### config.mk
export PLATFORM = sky130hd
export DESIGN_NAME = imem_loader_flat
export DESIGN_NICKNAME = d
export VERILOG_FILES = /design/src/rtl/imem_loader_if.sv /design/src/rtl/imem_loader.sv /design/src/flat_wrapper.sv
export SDC_FILE = /design/constraint.sdc
export NUM_CORES = 1
export LEC_CHECK = 0
export BUFFER_PORTS_ARGS = -buffer_cell sky130_fd_sc_hd__buf_2
export CAP_MARGIN = 30
export CORE_ASPECT_RATIO = 0.6
export CORE_MARGIN = 10
export CORE_UTILIZATION = 25
export DETAILED_ROUTE_END_ITERATION = 12
export PLACE_DENSITY = 0.52
export SLEW_MARGIN = 20
export SYNTH_ARGS = -nofsm -noshare
export SYNTH_HDL_FRONTEND = slang
export SYNTH_SLANG_ARGS = --single-unit
### constraint.sdc
create_clock -name clk -period 2.7 [get_ports clk]
set_input_delay 0.27 -clock clk [delete_from_list [all_inputs] [get_ports clk]]
set_output_delay 0.27 -clock clk [all_outputs]
set_load 0.1 [all_outputs]
### src/rtl/imem_loader_if.sv
// Signal bundle between the instruction-memory loader and its surroundings:
// framed byte stream in, memory write/read port out, session status out.
interface imem_loader_if #(
   parameter int ADDR_W = 8,
   parameter int DATA_W = 8
);
   logic              load_req;
   logic              in_valid;
   logic [DATA_W-1:0] in_data;
   logic              in_ready;
   logic              mem_we;
   logic [ADDR_W-1:0] mem_addr;
   logic [DATA_W-1:0] mem_wdata;
   logic [DATA_W-1:0] mem_rdata;
   logic              cpu_hold;
   logic              done;
   logic              err;
   logic [1:0]        err_code;

   modport master (
      input  load_req, in_valid, in_data, mem_rdata,
      output in_ready, mem_we, mem_addr, mem_wdata, cpu_hold, done, err, err_code
   );

   modport slave (
      output load_req, in_valid, in_data, mem_rdata,
      input  in_ready, mem_we, mem_addr, mem_wdata, cpu_hold, done, err, err_code
   );
endinterface

### src/rtl/imem_loader.sv
// Loads a LEN/data/CSUM framed byte stream into instruction memory, read-verifying
// every byte after it is written, and holds the CPU for the whole session.
module imem_loader #(
   parameter int                ADDR_W    = 8,
   parameter int                DATA_W    = 8,
   parameter logic [ADDR_W-1:0] BASE_ADDR = '0
) (
   input  logic          clk,
   input  logic          reset,
   imem_loader_if.master bus
);
   localparam int               CNT_W    = ADDR_W + 1;
   localparam logic [CNT_W-1:0] FULL_CNT = {1'b1, {ADDR_W{1'b0}}};
   localparam logic [CNT_W-1:0] LAST_CNT = CNT_W'(1);

   typedef enum logic [2:0] {
      S_IDLE, S_LEN, S_DATA, S_WRITE, S_VERIFY, S_CSUM, S_DONE
   } state_e;

   typedef enum logic [1:0] {
      ERR_NONE   = 2'b00,
      ERR_CSUM   = 2'b01,
      ERR_VERIFY = 2'b10
   } err_code_e;

   state_e            state_q, state_d;
   logic [CNT_W-1:0]  cnt_q, cnt_d;
   logic [ADDR_W-1:0] addr_q, addr_d;
   logic [DATA_W-1:0] sum_q, sum_d;
   logic [DATA_W-1:0] byte_q, byte_d;
   logic              err_q, err_d;
   err_code_e         err_code_q, err_code_d;
   logic              in_ready_q, in_ready_d;
   logic              mem_we_q, mem_we_d;
   logic              cpu_hold_q, cpu_hold_d;
   logic              done_q, done_d;

   logic              xfer;
   logic [DATA_W-1:0] csum_total;
   logic [CNT_W-1:0]  len_cnt;

   assign xfer       = bus.in_valid & in_ready_q;
   assign csum_total = sum_q + bus.in_data;
   // A LEN byte of zero means a full memory image.
   assign len_cnt    = (bus.in_data == '0) ? FULL_CNT : CNT_W'(bus.in_data);

   always_comb begin
      // NOTE: every _d gets a default first so no branch can leave one unassigned and infer a latch.
      state_d    = state_q;
      cnt_d      = cnt_q;
      addr_d     = addr_q;
      sum_d      = sum_q;
      byte_d     = byte_q;
      err_d      = err_q;
      err_code_d = err_code_q;

      unique case (state_q)
         S_IDLE: begin
            if (bus.load_req) begin
               state_d    = S_LEN;
               err_d      = 1'b0;
               err_code_d = ERR_NONE;
            end
         end
         S_LEN: begin
            if (xfer) begin
               cnt_d   = len_cnt;
               addr_d  = BASE_ADDR;
               sum_d   = '0;
               state_d = S_DATA;
            end
         end
         S_DATA: begin
            if (xfer) begin
               byte_d  = bus.in_data;
               sum_d   = sum_q + bus.in_data;
               state_d = S_WRITE;
            end
         end
         S_WRITE: state_d = S_VERIFY;
         S_VERIFY: begin
            if (bus.mem_rdata != byte_q) begin
               err_d      = 1'b1;
               err_code_d = ERR_VERIFY;
               state_d    = S_DONE;
            end else begin
               addr_d  = addr_q + 1'b1;
               cnt_d   = cnt_q - 1'b1;
               state_d = (cnt_q == LAST_CNT) ? S_CSUM : S_DATA;
            end
         end
         S_CSUM: begin
            if (xfer) begin
               if (csum_total != '0) begin
                  err_d      = 1'b1;
                  err_code_d = ERR_CSUM;
               end
               state_d = S_DONE;
            end
         end
         S_DONE:  state_d = S_IDLE;
         default: state_d = S_IDLE;
      endcase

      // Outputs are decoded from the next state so they register alongside it.
      in_ready_d = (state_d == S_LEN) || (state_d == S_DATA) || (state_d == S_CSUM);
      mem_we_d   = (state_d == S_WRITE);
      cpu_hold_d = (state_d != S_IDLE);
      done_d     = (state_d == S_DONE);
   end

   always_ff @(posedge clk) begin
      if (reset) begin
         state_q    <= S_IDLE;
         cnt_q      <= '0;
         addr_q     <= '0;
         sum_q      <= '0;
         byte_q     <= '0;
         err_q      <= 1'b0;
         err_code_q <= ERR_NONE;
         in_ready_q <= 1'b0;
         mem_we_q   <= 1'b0;
         cpu_hold_q <= 1'b0;
         done_q     <= 1'b0;
      end else begin
         // NOTE: state registers use non-blocking assignments so every flop samples pre-edge values.
         state_q    <= state_d;
         cnt_q      <= cnt_d;
         addr_q     <= addr_d;
         sum_q      <= sum_d;
         byte_q     <= byte_d;
         err_q      <= err_d;
         err_code_q <= err_code_d;
         in_ready_q <= in_ready_d;
         mem_we_q   <= mem_we_d;
         cpu_hold_q <= cpu_hold_d;
         done_q     <= done_d;
      end
   end

   // Address and write data come straight from the working registers.
   assign bus.in_ready  = in_ready_q;
   assign bus.mem_we    = mem_we_q;
   assign bus.mem_addr  = addr_q;
   assign bus.mem_wdata = byte_q;
   assign bus.cpu_hold  = cpu_hold_q;
   assign bus.done      = done_q;
   assign bus.err       = err_q;
   assign bus.err_code  = err_code_q;
endmodule
### src/flat_wrapper.sv
// flat-port wrapper written by rule: the top's interface ports become plain ports
module imem_loader_flat 
#(
   parameter int                ADDR_W    = 8,
   parameter int                DATA_W    = 8,
   parameter logic [ADDR_W-1:0] BASE_ADDR = '0
)
  (clk, reset, bus_load_req, bus_in_valid, bus_in_data, bus_mem_rdata, bus_in_ready, bus_mem_we, bus_mem_addr, bus_mem_wdata, bus_cpu_hold, bus_done, bus_err, bus_err_code);
  imem_loader_if #(.ADDR_W(ADDR_W), .DATA_W(DATA_W)) bus_i ();
  input  logic clk;
  input  logic reset;
  input wire logic [$bits(bus_i.load_req)-1:0] bus_load_req;
  input wire logic [$bits(bus_i.in_valid)-1:0] bus_in_valid;
  input wire logic [$bits(bus_i.in_data)-1:0] bus_in_data;
  input wire logic [$bits(bus_i.mem_rdata)-1:0] bus_mem_rdata;
  output wire logic [$bits(bus_i.in_ready)-1:0] bus_in_ready;
  output wire logic [$bits(bus_i.mem_we)-1:0] bus_mem_we;
  output wire logic [$bits(bus_i.mem_addr)-1:0] bus_mem_addr;
  output wire logic [$bits(bus_i.mem_wdata)-1:0] bus_mem_wdata;
  output wire logic [$bits(bus_i.cpu_hold)-1:0] bus_cpu_hold;
  output wire logic [$bits(bus_i.done)-1:0] bus_done;
  output wire logic [$bits(bus_i.err)-1:0] bus_err;
  output wire logic [$bits(bus_i.err_code)-1:0] bus_err_code;
  assign bus_i.load_req = bus_load_req;
  assign bus_i.in_valid = bus_in_valid;
  assign bus_i.in_data = bus_in_data;
  assign bus_i.mem_rdata = bus_mem_rdata;
  assign bus_in_ready = bus_i.in_ready;
  assign bus_mem_we = bus_i.mem_we;
  assign bus_mem_addr = bus_i.mem_addr;
  assign bus_mem_wdata = bus_i.mem_wdata;
  assign bus_cpu_hold = bus_i.cpu_hold;
  assign bus_done = bus_i.done;
  assign bus_err = bus_i.err;
  assign bus_err_code = bus_i.err_code;
  imem_loader #(.ADDR_W(ADDR_W), .DATA_W(DATA_W), .BASE_ADDR(BASE_ADDR)) u_core (.clk(clk), .reset(reset), .bus(bus_i));
endmodule
==> summary.md <==
| Metric | Value |
|---|---|
| Dpl hpwl | `4.97 mm` |
| Footprint of the multi-input gates | `0.00136 mm^2` |
| Min Hold Slack | `0.281 ns` |
| Most frequent cells after synthesis | `dfxtp_1 (43), nor2_1 (40), nand2_1 (35)` |
| Initial Util | `26.3%` |
| First-pass GRT wire length | `10.8 mm` |
| Ant diodes | `0` |
| Synth area leaders | `dfxtp_1 (38%), a21oi_1 (7.0%), nor2_1 (6.6%)` |
| Number of DRC markers in iteration 0 | `201` |
| Worst min path class | `in2reg` |
| Pwr Density | `553 mW/mm^2` |
| Via count | `2172` |
| DRT antenna net count | `0` |
| Clock Latency Late Sink | `0.29 ns` |
| Share of cells above drive strength 1 | `19.5%` |
| Reg2reg setup slack | `0.12 ns` |
| Sequential element share of the synthesized area | `37.7%` |
| Wirelength per Cell | `14.8 um` |
| Hold Fails Final Rpt | `0` |
| Initial antenna violation count | `0` |
| Slew @ Worst Pin | `0.675 ns` |
| Layout Area Growth over Synthesis | `24.2%` |
| Leakage | `1.14 nW` |
| Storage cell area | `861 um^2` |
| Final setup violation count | `0` |
| #FFs+latches synth | `43` |
| DP Cell Count | `437` |
| Worst r2r path cells | `8` |
| Routed WL | `6.57 mm` |
| CP Max Fanout | `4` |
| Post-Synthesis Cell Area | `0.00228 mm^2` |
| DIE HEIGHT | `94.0 um` |
| Pre-antenna DRT Iters | `4` |
| Vias per inst | `4.88` |
| Critical path type | `reg2reg` |
| Cells on Worst Hold Path | `3` |
| Max clock buf depth | `2` |
| Core area | `0.00869 mm^2` |
| Final nets | `363` |
| Die Width | `143 um` |
| H-tree levels | `2` |
| Root Buffer | `clkbuf_16` |
| Fin crit share | `95.4%` |
| Critical Path End Type | `register` |
| Slew HR | `55.0%` |
| Finished Layout Cells | `445` |
| Max Clk Rate | `388 MHz` |
| Min Tclk post-route | `2.58 ns` |
| Die area | `0.0135 mm^2` |
| Clock sinks | `43` |
| Final-report max-slew violation count | `0` |
| Post-synth EDFFs | `0` |
| Warnings from Yosys | `0` |
| Clock slew seen by the registers of the worst setup and hold paths | `0.06 ns` |
| Run status | `finished clean` |
| Top_reg_cell synth | `dfxtp_1` |
| Worst-case vdd ir drop | `0.254 mV` |
| RSZ-0062 raised after global routing | `no` |
| GPL Wtd Cong | `0.841` |
| CTS tree | `yes` |
| Setup Skew | `0.00482 ns` |
| PortBufs | `42` |
| Startpoint Class | `register` |
| Largest net degree at the start of global routing | `36` |
| IO Count | `43` |
| Max-capacitance violation count | `0` |
| Share of Yosys cell area claimed by the top area cell type | `37.7%` |
| Syn Area/Cell | `7.98 um^2` |
| Grt ovf | `0` |
| Fillers | `929` |
| Aggregate global-route resource usage | `9.93%` |
| CP Data Arrival Time | `2.76 ns` |
| Required @ worst endpoint | `2.89 ns` |
| Synth area leader | `dfxtp_1` |
| Hold_buf cts | `0` |
| Synth unique cells | `44` |
| Syn Nets | `317` |
| Synthesized instance count | `286` |
| Post-synthesis async set-or-reset flop share | `0%` |
| CTS Buf Count | `5` |
| Vias in the first global route | `2090` |
| # DRC | `0` |
| Row count | `26` |
| Count leader, synth | `dfxtp_1` |
[registers in the layout, indices dropped and copies added, names as in the netlist]
register and cells:
u_core.cnt_q 9, u_core.bus.mem_addr 8, u_core.bus.mem_wdata 8, u_core.sum_q 8
u_core.state_q 3, u_core.bus.err_code 2, u_core.bus.cpu_hold 1, u_core.bus.done 1
u_core.bus.err 1, u_core.bus.in_ready 1, u_core.bus.mem_we 1
[report_power, final]
group | leakage (nW) | switching [mW] | total, mW | internal (mW)
Clock | 0.0838 | 0.270 | 0.707 | 0.437
Sequential | 0.347 | 0.0100 | 0.657 | 0.647
Combinational | 0.712 | 0.142 | 0.204 | 0.0619
Total | 1.14 | 0.422 | 1.57 | 1.15
[metal layers]
metal | routed length [um] | global-route usage [%] | up-vias
met4 | 63 | 2.71 | 0
met2 | 2660 | 13.9 | 57
met5 | 0 | 0 | -
li1 | - | - | 1103
met3 | 340 | 2.88 | 7
met1 | 3510 | 14.3 | 1005
[worst max-delay path, cell delays in order, from the launching register on]
cell and delay, ns:
dfxtp_1 0.31, ha_1 0.20, fa_1 0.40, xor2_1 0.20, or4_1 0.40, or3_4 0.40, nor4_4 0.29, nor2_1 0.09
o21a_1 0.17
[through the flow]
step | power [mW] | util (%) | TNS [ns] | instance area [um^2] | setup WS [ns]
after floorplan | 0.814 | - | 0 | 2280 | 0.147
after global placement | 0.874 | 30.6 | -0.0666 | 2660 | -0.0372
after detailed placement | 0.874 | 30.6 | -0.171 | 2660 | -0.0768
after CTS | 1.59 | 32.6 | 0 | 2830 | 0.0113
after global routing | 1.63 | 32.6 | 0 | 2830 | 0.0162
final | 1.57 | 32.6 | 0 | 2830 | 0.125
[timing repair]
| item | in CTS | in global routing |
|---|---|---|
| endpoints found under the setup margin | 0 | 3 |
| gates resized for setup | 0 | 2 |
| buffers inserted | 0 | 0 |
[layout by cell type (no fill, tap or decap), types with 5 or more instances in the layout]
master | netlist | final
nor2_1 | 40 | 40
nand2_1 | 35 | 35
xnor2_1 | 13 | 13
buf_4 | 0 | 10
clkbuf_16 | 0 | 5
nor4_1 | 5 | 5
buf_2 | 0 | 42
nor3_1 | 6 | 6
ha_1 | 10 | 10
or3_1 | 7 | 6
nand3_1 | 7 | 7
inv_1 | 6 | 6
xor2_1 | 8 | 8
o21ai_0 | 12 | 12
dfxtp_1 | 43 | 43
a21oi_1 | 32 | 32
a22oi_1 | 9 | 9
[logic make-up (layout without fill, tap and decap cells)]
family | after synthesis | count (layout) | share of synthesized area (%)
and+or+nand+nor | 120 | 120 | 25.5
AOI/OAI and AO/OA | 70 | 70 | 18.4
DFF | 43 | 43 | 37.7
xor gates and xnor gates | 21 | 21 | 8.06
buffers and inverters | 19 | 66 | 3.13
adders and majority gates | 11 | 11 | 6.36
muxes | 2 | 2 | 0.877
[layout make-up]
cell class,count,share of cell area [%]
repair buffers,52,10.1
clock buffers,5,4.42
multi-input cells,224,47.9
clock inverters,3,1.55
inverters,6,0.795
flip-flops and latches,43,30.4
well taps,112,4.94
[worst paths after layout]
| path | start | end |
|---|---|---|
| hold / removal | bus_in_data[3] | u_core.bus.mem_wdata[3] |
| setup reg to reg | u_core.sum_q[0] | u_core.bus.err |
| setup / recovery | u_core.sum_q[0] | u_core.bus.err |
| hold reg to reg | u_core.bus.err | u_core.bus.err |
No activity file was read; power rests on OpenSTA's default activity.
